$ cat config.mk
export PLATFORM = sky130hd
export DESIGN_NAME = poly_mul_seq
export DESIGN_NICKNAME = d
export VERILOG_FILES = /design/src/rtl/poly_pkg.sv /design/src/rtl/poly_mac_lane.sv /design/src/rtl/poly_mul_seq.sv
export SDC_FILE = /design/constraint.sdc
export NUM_CORES = 1
export LEC_CHECK = 0
export ABC_AREA = 1
export BUFFER_PORTS_ARGS = -buffer_cell sky130_fd_sc_hd__buf_4
export CORE_MARGIN = 5
export CORE_UTILIZATION = 57
export DETAILED_ROUTE_END_ITERATION = 8
export GPL_TIMING_DRIVEN = 0
export PLACE_DENSITY_LB_ADDON = 0.15
export SLEW_MARGIN = 20
export SYNTH_ARGS = -nofsm -noshare
export SYNTH_HDL_FRONTEND = slang
export SYNTH_SLANG_ARGS = --single-unit
$ cat constraint.sdc
create_clock -name clk -period 6.2 [get_ports clk]
set_clock_uncertainty 0.05 [all_clocks]
set_input_delay 0 -clock clk [delete_from_list [all_inputs] [get_ports clk]]
set_output_delay 0 -clock clk [all_outputs]
set_load 0.005 [all_outputs]
$ cat src/rtl/poly_pkg.sv
// Shared definitions for the sequential polynomial multiplier.
// Holds default sizing, the mode encoding and the FSM state encoding.
// No ports; imported by poly_mul_seq and poly_mac_lane.
package poly_pkg;

   localparam int DEF_N = 4;   // coefficient count (power of two, >= 2)
   localparam int DEF_W = 4;   // coefficient width, arithmetic is mod 2^W

   localparam logic MODE_NEGACYCLIC = 1'b0;   // reduce mod x^N + 1
   localparam logic MODE_CYCLIC     = 1'b1;   // reduce mod x^N - 1

   typedef enum logic [1:0] {
      ST_IDLE = 2'd0,
      ST_BUSY = 2'd1,
      ST_DONE = 2'd2
   } state_e;

endpackage

$ cat src/rtl/poly_mac_lane.sv
// One accumulator coefficient of the polynomial product: multiply, optional
// negate, accumulate, register. Latency: one cycle per accumulate step.
// Ports: clk/reset, clr_i (zero the sum), en_i (add a term), neg_i, a_i, b_i, acc_o.
module poly_mac_lane
   import poly_pkg::*;
#(
   parameter int W = DEF_W
) (
   input  logic         clk,
   input  logic         reset,
   input  logic         clr_i,
   input  logic         en_i,
   input  logic         neg_i,
   input  logic [W-1:0] a_i,
   input  logic [W-1:0] b_i,
   output logic [W-1:0] acc_o
);

   logic [W-1:0] prod_lo;
   logic [W-1:0] term;
   logic [W-1:0] acc_q;
   logic [W-1:0] acc_d;

   // Only the low W bits of the 2W-bit product survive the mod 2^W
   // reduction, so the product is sized to W bits directly.
   always_comb begin
      prod_lo = a_i * b_i;
      term    = neg_i ? (~prod_lo + 1'b1) : prod_lo;
      acc_d   = acc_q;
      if (clr_i) begin
         acc_d = '0;
      end else if (en_i) begin
         acc_d = acc_q + term;
      end
   end

   always_ff @(posedge clk or posedge reset) begin
      if (reset) begin
         acc_q <= '0;
      end else begin
         acc_q <= acc_d;
      end
   end

   assign acc_o = acc_q;

endmodule

$ cat src/rtl/poly_mul_seq.sv
// Sequential cyclic / negacyclic polynomial multiplier (N coefficients of W bits).
// One job: accept, N accumulate cycles, one write-back edge into DONE (out_valid
// on the (N+1)th edge after accept). Result held until out_valid & out_ready.
// Ports: clk, reset, in_valid/in_ready, mode, a_flat, b_flat,
//        out_valid/out_ready, w_flat (coefficient i at bits [i*W +: W]).
module poly_mul_seq
   import poly_pkg::*;
#(
   parameter int N = DEF_N,
   parameter int W = DEF_W
) (
   input  logic           clk,
   input  logic           reset,
   input  logic           in_valid,
   output logic           in_ready,
   input  logic           mode,
   input  logic [N*W-1:0] a_flat,
   input  logic [N*W-1:0] b_flat,
   output logic           out_valid,
   input  logic           out_ready,
   output logic [N*W-1:0] w_flat
);

   localparam int LW = $clog2(N);
   localparam int IW = LW + 1;     // idx must reach N to mark the end of BUSY

   state_e                 state_q;
   logic [IW-1:0]          idx_q;
   logic [N-1:0][W-1:0]    a_q;
   logic [N-1:0][W-1:0]    b_q;
   logic                   mode_q;
   logic                   out_valid_q;
   logic [N-1:0][W-1:0]    w_q;
   logic [N-1:0][W-1:0]    acc;

   logic                   accept;
   logic                   mac_en;
   logic [LW-1:0]          idx_lo;
   logic [W-1:0]           a_sel;

   assign in_ready = (state_q == ST_IDLE) | ((state_q == ST_DONE) & out_ready);
   assign accept   = in_valid & in_ready;

   // The top idx bit is clear exactly while idx < N.
   assign mac_en   = (state_q == ST_BUSY) & ~idx_q[LW];
   assign idx_lo   = idx_q[LW-1:0];
   assign a_sel    = a_q[idx_lo];

   // Lane j adds a_idx * b_k with k = (j - idx) mod N. The pair wrapped past
   // x^N exactly when idx > j, and that term is negated in negacyclic mode.
   for (genvar j = 0; j < N; j++) begin : g_lane
      logic [LW-1:0] k_sel;
      logic          neg;

      assign k_sel = LW'(j) - idx_lo;
      assign neg   = (mode_q == MODE_NEGACYCLIC) & (idx_lo > LW'(j));

      poly_mac_lane #(.W(W)) u_lane (
         .clk   (clk),
         .reset (reset),
         .clr_i (accept),
         .en_i  (mac_en),
         .neg_i (neg),
         .a_i   (a_sel),
         .b_i   (b_q[k_sel]),
         .acc_o (acc[j])
      );
   end

   always_ff @(posedge clk or posedge reset) begin
      if (reset) begin
         state_q     <= ST_IDLE;
         idx_q       <= '0;
         a_q         <= '0;
         b_q         <= '0;
         mode_q      <= MODE_NEGACYCLIC;
         out_valid_q <= 1'b0;
         w_q         <= '0;
      end else begin
         case (state_q)
            ST_IDLE, ST_DONE: begin
               // Handoff without a new job returns to IDLE; a simultaneous
               // accept below overrides that and starts the next job directly.
               if ((state_q == ST_DONE) && out_ready) begin
                  out_valid_q <= 1'b0;
                  state_q     <= ST_IDLE;
               end
               if (accept) begin
                  a_q     <= a_flat;
                  b_q     <= b_flat;
                  mode_q  <= mode;
                  idx_q   <= '0;
                  state_q <= ST_BUSY;
               end
            end
            ST_BUSY: begin
               if (mac_en) begin
                  idx_q <= idx_q + 1'b1;
               end else begin
                  // Lane registers hold the final sums; publish them.
                  w_q         <= acc;
                  out_valid_q <= 1'b1;
                  state_q     <= ST_DONE;
               end
            end
            default: begin
               state_q     <= ST_IDLE;
               out_valid_q <= 1'b0;
            end
         endcase
      end
   end

   assign out_valid = out_valid_q;
   assign w_flat    = w_q;

endmodule

* Word-level counts from Yosys, hierarchy flattened *
Index checks and enable logic that the tools add are counted.

storage, ports and cells
  flip-flop bits (word level) = 71
  latch bits = 0
  memory bits (writable) = 0
  ROM bits = 0
  input port bits = 37
  output and inout bits = 18
  logic and storage cells = 110
  memories kept = 0

operators by class
  $add $sub $neg = 13
  $mul = 4
  div/mod/pow operators = 0
  order comparisons = 9
  equal/unequal tests = 7
  shift-type cells = 0
  muxes and demuxes = 32
  bitwise gates (word level) = 15
  reduce and logical (&&, ||, !) cells = 10

operators with widths
  operator                                                    number
  2-to-1 mux 4 bit                                            17
  binary-select mux 4 bit (select 2 bit)                      5
  adder 4 x 1 -> 4 bit, second input constant                 4
  adder 4 bit                                                 4
  multiplier 4 x 4 -> 4 bit                                   4
  NOT 4 bit                                                   4
  less-than comparator 2 x 3 -> 1 bit, second input constant  5
  AND reduction 2 bit                                         4
  AND 1 bit                                                   7
  2-to-1 mux 2 bit                                            3
  2-to-1 mux 3 bit                                            2
  != test 2 bit, second input constant                        3
  case mux 3 bit (2 select lines)                             1
  > comparator 2 x 1 -> 1 bit, second input constant          2
  > comparator 2 bit, second input constant                   2
  case mux 2 bit (2 select lines)                             1
  nonzero test 2 bit                                          2
  subtractor 1 x 2 -> 2 bit, first input constant             2
  subtractor 2 bit, first input constant                      2
  adder 3 x 1 -> 3 bit, second input constant                 1
  != test 3 bit, second input constant                        1
  NOT 1 bit                                                   3
  AND reduction 3 bit                                         1
  equality test 2 x 1 -> 1 bit, second input constant         1
  8 further kinds                                             9

* Longest topological paths before layout *
Gate-level depths: netlist of the first run.

  depth in word-level cells = 10
  gate-level depth with buffers = 28
  mapped depth without buffers = 25

* By module *
From an unflattened synthesis of the first run, not the netlist that was laid out.

unflattened totals
  cells, all modules = 786
  area total of the unflattened synthesis = 5286.3 um^2

modules (own cells, without submodules)
  module                                 instances  cells an instance  area an instance (um^2)  sequential area each (um^2)
  poly_mul_seq                           1          368                2728.9                   1376.3
  poly_mac_lane at g_lane[2].u_lane ...  2          105                646.9                    100.1
  poly_mac_lane at g_lane[0].u_lane ...  2          104                631.9                    100.1

* Worst setup path after synthesis of the first run *
Ideal clock, no wire load.

  path type = register -> register
  start = register idx_q[1]
  end = register g_lane[2].u_lane.acc_q[3]
  library setup time = 0.116 ns
  arrival = 3.727 ns
  data required time = 6.034 ns
  path slack = 2.307 ns
  stages on the path, launching flop included = 26
  buffers on the path = 2
  clock period less this slack = 3.893 ns
  path through = dfrtp_1 inv_2 buf_4 ha_1 inv_1 clkbuf_1 nand3_1 nand2_1 inv_1 nor2_1 ha_1 ha_1 ha_1 xor2_1 ha_1 nand2_1 nor2_1 a211oi_1 nand3b_1 nand2_1 inv_1 nand2_1 nand3_1 nand2_1 nand2_1 nand2_1

on the way
  longest elaborated chain between the ends = 10
  elaborated cells on any way between the ends = 14
  those cells by class = 3 x add/sub; 1 x mul; 1 x order compare; 7 x mux; 2 x bitwise

RTL lines
  element                                 line                 text
  start, declared                         poly_mul_seq.sv:28   logic [IW-1:0] idx_q;
  start signal, assigned                  poly_mul_seq.sv:98   idx_q <= idx_q + 1'b1;
  subtractor 2 bit                        poly_mul_seq.sv:55   assign k_sel = LW'(j) - idx_lo;
  binary-select mux 4 bit (select 2 bit)  poly_mul_seq.sv:65   .b_i (b_q[k_sel]),
  2-to-1 mux 4 bit (implied by the code)  poly_mul_seq.sv:65
  multiplier 4 x 4 -> 4 bit               poly_mac_lane.sv:27  prod_lo = a_i * b_i;
  NOT 4 bit                               poly_mac_lane.sv:28  term = neg_i ? (~prod_lo + 1'b1) : prod_lo;
  adder 4 x 1 -> 4 bit                    poly_mac_lane.sv:28
  2-to-1 mux 4 bit (*)                    poly_mac_lane.sv:28
  adder 4 bit (*)                         poly_mac_lane.sv:33  acc_d = acc_q + term;
  2-to-1 mux 4 bit (*)                    poly_mac_lane.sv:32  end else if (en_i) begin
  2-to-1 mux 4 bit (*)                    poly_mac_lane.sv:30  if (clr_i) begin
  end signal, assigned                    poly_mac_lane.sv:39  acc_q <= '0;
  end signal, assigned                    poly_mac_lane.sv:41  acc_q <= acc_d;
  end, declared                           poly_mac_lane.sv:21  logic [W-1:0] acc_q;

Every way passes the cells marked *; elsewhere a longest branch is shown, timed or not. The select of a mux whose other input is x is not followed.
A chain may end at the register's enable or synchronous reset.

* Worst setup path in the final report of the first run *
Ends and elaborated chain as after synthesis.

==> results of run 1 <==
-- worst max-delay path, stage by stage (launching register included) --
cell and delay, ps:
dfrtp_1 580, inv_2 200, buf_4 220, ha_1 290, inv_1 70, clkbuf_1 360
nand3_1 130, nand2_1 160, inv_1 80, nor2_1 90, ha_1 230, ha_1 300
ha_1 330, xor2_1 180, ha_1 320, nand2_1 70, nor2_1 40, a211oi_1 220
nand3b_1 150, nand2_1 80, inv_1 60, nand2_1 60, nand2_1 60, nand2_1 40
nand2_1 60, nand2_1 60, nand2_1 100
-- final cells by class --
class	instances	share of cell area
Tap cell	105	0.0222
Clock buffer	11	0.0239
Timing Repair Buffer	91	0.133
Sequential cell	71	0.300
Buffer	23	0.0224
Inverter	96	0.0618
Multi-Input combinational cell	493	0.433
Clock inverter	4	0.00381
-- cell usage in the layout (no fill, tap or decap), types with 2 or more instances in the layout --
master         count
nand2_2           13
xor2_1            10
o22ai_1            9
fa_1               4
clkbuf_8          10
nor2_2             2
inv_1             93
a21oi_1            4
nand3_1           50
inv_4              2
clkbuf_1          11
nor2_1            35
o21ai_1            8
buf_6              5
nand2_4            2
clkinv_2           3
buf_1              3
nand3_2            4
dfrtp_1           71
dlygate4sd3_1     36
ha_1              34
buf_2              4
nand2_1          252
xnor2_1            4
o21ai_0           52
nand3b_1           2
buf_4             55
-- routing by layer --
metal  track usage  wire [um]
met1         0.331       5410
met2         0.472       6470
met3        0.0512        665
met4        0.0979        325
met5             0          0
-- state kept, by name (all words and copies together), names as in the netlist --
| register | cells |
|---|---|
| w_flat | 16 |
| b_q | 16 |
| g_lane.u_lane.acc_o | 16 |
| a_q | 16 |
| mode_q | 1 |
| state_q | 2 |
| out_valid | 1 |
| idx_q | 3 |
-- final timing paths --
path                                                         endpoint  slack [ps]                    from
worst min register to register                 w_flat[15]$_DFFE_PP0P_         430  w_flat[15]$_DFFE_PP0P_
worst max-delay path            g_lane[2].u_lane.acc_o[3]$_DFFE_PP0P_        1550    idx_q[1]$_DFFE_PP0P_
worst min-delay path            g_lane[3].u_lane.acc_o[1]$_DFFE_PP0P_         160                   reset
max in group asynchronous                          b_q[3]$_DFFE_PP0P_        5370                   reset
min in group clk                g_lane[1].u_lane.acc_o[0]$_DFFE_PP0P_         240                in_valid
worst max register to register  g_lane[2].u_lane.acc_o[3]$_DFFE_PP0P_        1550    idx_q[1]$_DFFE_PP0P_
-- logic make-up after synthesis --
logic type	Yosys count	synth area share
fa+ha+maj	38	0.105
flops	71	0.368
buf+inv	119	0.103
xor+xnor	14	0.0254
simple gates	364	0.316
compound gates	77	0.0839
-- through the flow --
stage,worst slack (ps),utilization
after floorplan,2310,-
after global placement,1730,0.650
after detailed placement,1650,0.653
after CTS,1560,0.716
after global routing,1190,0.716
final,1550,0.716
==> run summary, run 1 <==
Final Hold Viols: 0
Clk sink count: 71
DR iter-0 viols: 201
Slew @ Worst Pin: 609 ps
Hold_buf cts: 36
Clk_lat worst skew: 360 ps
Clk root buf: clkbuf_8
Crit Path Max Fanout: 10
Synth unique cells: 33
GRT overflow: 0
Slew headroom: 0.594
Routability cong.: 0.932
Ys async rst share: 1.00
IO Port Bufs: 54
Rows: 33
Drt first pass iters: 5
Die W: 102 um
First-pass GRT wire length: 21.9 mm
N_diodes: 0
Die area: 0.0104 mm^2
Final Cycle Share: 0.750
CTS tree: yes
Commonest cells in the netlist: nand2_1 (252), inv_1 (94), dfrtp_1 (71), o21ai_0 (52), nand3_1 (50)
Placed Cells: 843
Postcts setup bufs: 0
CP endpoint kind: flip-flop
Status: completed
Via count: 4703
Crit start category: flip-flop
Post-synthesis instance area: 0.00483 mm^2
GRT Total Usage: 0.270
DPL Wire Length: 9.43 mm
Die height: 102 um
Via/cell ratio: 5.26
Placed instance area: 0.00539 mm^2
WS Path Type: flip-flop to flip-flop
Synth Instances: 683
Post_cts resized: 0
Setup violations, final: 0
Post-synth top area cell: dfrtp_1
Antenna-violating nets left: 0
DRT Wirelength: 12.9 mm
Share of layout cells above drive strength 1: 0.132
Total core area: 0.00826 mm^2
Antenna violations before repair: 0
Multi-input logic area: 0.00256 mm^2
Synth top area share: 0.368
Yosys warns: 0
Dominant synthesized flop cell: dfrtp_1
Nets: 860
Fin. max-slew vios: 0
Ranking of synthesized cells by area: dfrtp_1 (37%), nand2_1 (20%), ha_1 (8.8%)
Worst Hold Class: primary input to async pin
Total Neg Setup Slack: 0 ps
Maximum clock insertion buffer count: 2
Final instance area: 0.00591 mm^2
Number of I/O pins: 55
Critical Path RT: 6440 ps
Post-route DRC violation count: 0
Initial Util: 0.585
Hold Slack: 161 ps
H-Tree Depth: 3
RSZ-0062 raised after global routing: false
#FFs+latches synth: 71
FILL cells: 695
Cell with the most instances after synthesis: nand2_1
Final Critical Period: 4650 ps
Vias in the first global route: 4867
Mean instance size in the synthesized netlist: 7.07 um^2
Max-Cap Viols: 0
Clock-pin slew on the worst setup and hold paths: 90 ps
CP Data Arrival Time: 4890 ps
Sequential cell area: 0.00178 mm^2
Non-Filler Instances: 894
F_max: 215 MHz
WL/cell: 14.4 um
P&R area growth vs syn: 22.4%
Post-synthesis net count: 758
Post-synth EDFFs: 0
Total CTS buffers: 9
Largest net degree at the start of global routing: 37
Worst r2r path cells: 26
Sequential-to-total area share from yosys stat: 0.368
Power of run 1 is not shown: default switching activity piles up to over one toggle a cycle in this logic, so the estimate is an artifact.
==> run 2: changes to the inputs <==
Settings changed: CORE_UTILIZATION 57 to 54.
Clock period 6.2 ns to 4.1 ns, I/O delays scaled along.
==> run 2 against run 1 <==
  * Die area up 5.0%
  * Final cell count grew 1.5%
  * Non-clock buffer count increased by 9
  * Setup slack got worse by 1400 ps
==> run summary, run 2 (same netlist as run 1, synthesis figures left out) <==
Status: completed (unchanged)
Number of I/O pins: 55 (unchanged)
GRT overflow: 0 (unchanged)
GRT Total Usage: 0.235 (was 0.270)
Share of layout cells above drive strength 1: 0.163 (was 0.132)
Die height: 105 um (was 102 um)
CP endpoint kind: flip-flop (unchanged)
Vias in the first global route: 4615 (was 4867)
N_diodes: 0 (unchanged)
F_max: 253 MHz (was 215 MHz)
Crit path launch: idx_q[1]$_DFFE_PP0P_ (unchanged)
Most common cell after layout, fill and taps aside: nand2_1 (unchanged)
Via/cell ratio: 5.20 (was 5.26)
CP Data Arrival Time: 4150 ps (was 4890 ps)
Fin. max-slew vios: 0 (unchanged)
Nets: 869 (was 860)
Final instance area: 0.00618 mm^2 (was 0.00591 mm^2)
Clk sink count: 71 (unchanged)
Routability cong.: 0.927 (was 0.932)
Die W: 105 um (was 102 um)
Top sig layer: met4 (unchanged)
WL/cell: 14.1 um (was 14.4 um)
First-pass GRT wire length: 21.2 mm (was 21.9 mm)
Total core area: 0.00872 mm^2 (was 0.00826 mm^2)
Reg2reg setup slack: 150 ps (was 1550 ps)
Max-Cap Viols: 0 (unchanged)
RR Endpoint: g_lane[2].u_lane.acc_o[3]$_DFFE_PP0P_ (unchanged)
Die area: 0.0109 mm^2 (was 0.0104 mm^2)
Rows: 34 (was 33)
Met1 wire length: 5.55 mm (was 5.41 mm)
Core Util, Final: 0.709 (was 0.716)
Hold Slack: 180 ps (was 161 ps)
H-Tree Depth: 3 (unchanged)
Final Critical Period: 3950 ps (was 4650 ps)
Clock-pin slew on the worst setup and hold paths: 90 ps (about the same)
Placed instance area: 0.00539 mm^2 (about the same)
Crit start category: flip-flop (unchanged)
Pre-CTS setup slack: -498 ps (was 1650 ps)
Worst setup margin: 149 ps (was 1550 ps)
Drt first pass iters: 5 (unchanged)
Antenna violations before repair: 0 (unchanged)
CTS tree: yes (unchanged)
DR WL met2: 6.42 mm (was 6.47 mm)
Final Cycle Share: 0.964 (was 0.750)
FF-to-FF Start: idx_q[1]$_DFFE_PP0P_ (unchanged)
Total CTS buffers: 9 (unchanged)
Post-route DRC violation count: 0 (unchanged)
Critical Path RT: 4300 ps (was 6440 ps)
DR iter-0 viols: 315 (was 201)
Most frequent cells in the layout: nand2_1 (250), inv_1 (92), dfrtp_1 (70) (was nand2_1 (252), inv_1 (93), dfrtp_1 (71))
WS Path Type: flip-flop to flip-flop (unchanged)
P&R area growth vs syn: 27.9% (was 22.4%)
Initial Util: 0.554 (was 0.585)
Slew @ Worst Pin: 581 ps (was 609 ps)
DPL Wire Length: 8.97 mm (was 9.43 mm)
Setup violations, final: 0 (unchanged)
Worst Hold Class: primary input to async pin (unchanged)
Antenna-violating nets left: 0 (unchanged)
Slowest CP cell: dfrtp_2 (was dfrtp_1)
Maximum clock insertion buffer count: 2 (unchanged)
Wire length on met3: 617 um (was 665 um)
Worst r2r path cells: 23 (was 26)
Crit Path Max Fanout: 10 (unchanged)
Critical Path Most Common Cell: nand2_1 (unchanged)
Worst path max stage delay: 430 ps (was 580 ps)
Clk root buf: clkbuf_8 (unchanged)
Via count: 4717 (was 4703)
Crit. path cell count: 23 (was 26)
Clk_lat worst skew: 360 ps (about the same)
Crit path cell chain: clkinv_4 -> buf_6 -> ha_1 -> buf_2 -> nand3_1 -> nand2_2 -> inv_1 -> nor2_1 -> ha_1 -> ha_4 -> ha_4 -> xor2_2 -> ha_1 -> buf_4 -> a211oi_2 -> nand3b_1 -> nand2_1 -> nand3_1 -> nand2_1 -> nand2_1 -> nand2_1 -> nand2_1 -> nand2_1
Delay-heaviest family, CP: adder cells (unchanged)
Buf+Inv Stages, Crit Path: 5 (was 6)
DRT Wirelength: 12.8 mm (was 12.9 mm)
Slew headroom: 0.613 (was 0.594)
Final Hold Viols: 0 (unchanged)
Largest net degree at the start of global routing: 39 (was 37)
IO Port Bufs: 54 (unchanged)
## run 2: metrics by stage
step	TNS, ps	cells
2_1_floorplan	0	683
3_3_place_gp	-741	845
3_5_place_dp	-844	846
4_1_cts	0	899
5_1_grt	-76.3	907
6_report	0	907
## run 2: area by class of cell
type                    instances  area (um^2)
plain buffers                  22          151
multi-input cells             493         2650
inverters                      96          375
clock buffers                  11          141
fillers                       668         2540
flip-flops and latches         71         1780
repair buffers                101          873
well taps                     108          135
clock inverters                 5         81.3
## run 2: worst max path at each step
stage / endpoint
after global routing: g_lane[1].u_lane.acc_o[3]$_DFFE_PP0P_
after floorplan: g_lane[2].u_lane.acc_o[3]$_DFFE_PP0P_
after detailed placement: g_lane[2].u_lane.acc_o[3]$_DFFE_PP0P_
after CTS: g_lane[2].u_lane.acc_o[3]$_DFFE_PP0P_
final: g_lane[2].u_lane.acc_o[3]$_DFFE_PP0P_
after global placement: g_lane[2].u_lane.acc_o[3]$_DFFE_PP0P_
## run 2: timing repair
action	CTS	global route
resized for setup	6	25
setup buffers	2	8
pin swaps	1	2
endpoints found under the hold margin	86	0
hold buffers	36	0
setup endpoints to repair	2	3
## run 2: worst min-delay path: stages
cell and delay, ps:
dlygate4sd3_1 550, buf_4 150, inv_4 330
## run 2: metal layers
metal | global-route usage | up-vias
met5 | 0 | -
met1 | 0.302 | 2231
met3 | 0.0425 | 17
met2 | 0.407 | 115
li1 | - | 2354
met4 | 0.0667 | 0
Power of run 2 is left out for the same reason.
==> run 3: changes to the inputs <==
Settings changed: BUFFER_PORTS_ARGS -buffer_cell sky130_fd_sc_hd__buf_4 to unset, CORE_UTILIZATION 54 to 57, DONT_BUFFER_PORTS set to 1.
==> run 3 against run 2 <==
  * Non-clock buffer count is 54 lower
  * Wire length rose by 0.66%
  * Largest cell class unchanged
  * Via count shrank 2.4%
  * Global-route usage rose by 2.1 points
  * Final cell count is 6.3% lower
==> run summary, run 3 (same netlist as run 1, synthesis figures left out) <==
Initial Util: 0.585 (was 0.554)
Pre-CTS setup slack: -471 ps (was -498 ps)
Clk sink count: 71 (unchanged)
Antenna violations before repair: 0 (unchanged)
Most common cell after layout, fill and taps aside: nand2_1 (unchanged)
F_max: 257 MHz (was 253 MHz)
CP endpoint kind: flip-flop (unchanged)
Via/cell ratio: 5.42 (was 5.20)
Antenna-violating nets left: 0 (unchanged)
First-pass GRT wire length: 20.9 mm (was 21.2 mm)
Die W: 102 um (was 105 um)
Worst r2r path cells: 24 (was 23)
N_diodes: 0 (unchanged)
Crit Path Max Fanout: 12 (was 10)
Number of I/O pins: 55 (unchanged)
Vias in the first global route: 4555 (was 4615)
WL/cell: 15.1 um (was 14.1 um)
Nets: 815 (was 869)
IO Port Bufs: 0 (was 54)
Final Critical Period: 3890 ps (was 3950 ps)
Via count: 4605 (was 4717)
Total CTS buffers: 9 (unchanged)
Rows: 33 (was 34)
WS Path Type: flip-flop to flip-flop (unchanged)
Crit start category: flip-flop (unchanged)
Total Neg Setup Slack: 0 ps (unchanged)
Slew headroom: 0.558 (was 0.613)
Die area: 0.0104 mm^2 (was 0.0109 mm^2)
Clk root buf: clkbuf_8 (unchanged)
GRT Total Usage: 0.256 (was 0.235)
DR iter-0 viols: 291 (was 315)
Critical Path RT: 4370 ps (was 4300 ps)
Setup violations, final: 0 (unchanged)
Maximum clock insertion buffer count: 2 (unchanged)
Share of layout cells above drive strength 1: 0.0940 (was 0.163)
Status: completed (unchanged)
Largest net degree at the start of global routing: 37 (was 39)
DPL Wire Length: 8.93 mm (was 8.97 mm)
Post-route DRC violation count: 0 (unchanged)
CP Data Arrival Time: 4160 ps (was 4150 ps)
Total core area: 0.00826 mm^2 (was 0.00872 mm^2)
Hold Slack: 80.2 ps (was 180 ps)
Drt first pass iters: 5 (unchanged)
Clock-pin slew on the worst setup and hold paths: 90 ps (about the same)
DRT Wirelength: 12.8 mm (about the same)
Routability cong.: 0.918 (was 0.927)
Slew @ Worst Pin: 663 ps (was 581 ps)
Max-Cap Viols: 0 (unchanged)
Final Hold Viols: 0 (unchanged)
Die height: 102 um (was 105 um)
Worst Hold Class: primary input to async pin (unchanged)
Worst setup margin: 207 ps (was 149 ps)
GRT overflow: 0 (unchanged)
Most frequent cells in the layout: nand2_1 (251), inv_1 (92), dfrtp_1 (70) (was nand2_1 (250), inv_1 (92), dfrtp_1 (70))
Final Cycle Share: 0.949 (was 0.964)
Fin. max-slew vios: 0 (unchanged)
CTS tree: yes (unchanged)
P&R area growth vs syn: 18.1% (was 27.9%)
H-Tree Depth: 3 (unchanged)
Clk_lat worst skew: 370 ps (was 360 ps)
## run 3: timing repair
item,in CTS,in global routing
hold buffers,36,0
setup endpoints to repair,2,3
resized for setup,6,14
pin swaps,0,2
endpoints found under the hold margin,106,0
setup buffers,1,9
## run 3: path summary, 6_finish.rpt
| kind | slack (ps) | startpoint | endpoint |
|---|---|---|---|
| min reg2reg | 440 | a_q[13]$_DFFE_PP0P_ | a_q[13]$_DFFE_PP0P_ |
| max in group asynchronous | 3370 | reset | b_q[2]$_DFFE_PP0P_ |
| min | 80 | reset | g_lane[3].u_lane.acc_o[3]$_DFFE_PP0P_ |
| min in group clk | 100 | out_ready | in_ready |
| max reg2reg | 210 | idx_q[0]$_DFFE_PP0P_ | g_lane[1].u_lane.acc_o[3]$_DFFE_PP0P_ |
| max | 210 | idx_q[0]$_DFFE_PP0P_ | g_lane[1].u_lane.acc_o[3]$_DFFE_PP0P_ |
## run 3: final cells by class
cell class / count / area [um^2]
buffer: 22 / 143
inverter: 96 / 377
fill: 691 / 2550
tap: 105 / 131
clock buffer: 10 / 128
timing repair buffer: 47 / 455
clock inverter: 6 / 85.1
multi-input combinational: 493 / 2610
sequential: 71 / 1780
## run 3: per-layer routing
layer	wire length [um]	vias up	part of all wire	GRT usage
li1	-	2245	-	-
met1	5510	2172	0.43	0.335
met2	6240	146	0.49	0.421
met3	658	42	0.051	0.0403
met4	437	0	0.034	0.111
met5	0	-	0	0
## run 3: stage by stage
step	instance area, um^2	std cells	utilization
floorplan	4830	683	-
global placement	4960	788	0.601
detailed placement	4980	789	0.604
CTS	5570	841	0.675
global route	5700	850	0.691
finish	5700	850	0.691
## run 3: worst max-delay path, cell delays in order (launching register included)
cell	delay, ps
dfrtp_1	400
buf_6	160
inv_6	110
buf_6	180
nand2_2	70
nand3_2	70
nand2_4	90
buf_6	160
and2_1	160
ha_1	290
ha_1	310
ha_1	330
xor2_1	170
ha_1	320
a21oi_1	190
nand3_1	90
nand2_1	100
nand3_1	110
nand2_1	90
nand3_1	90
nand2_1	80
nand2_1	50
nand2_1	50
nand2_1	50
nand2_1	70
Power of run 3 is left out for the same reason.
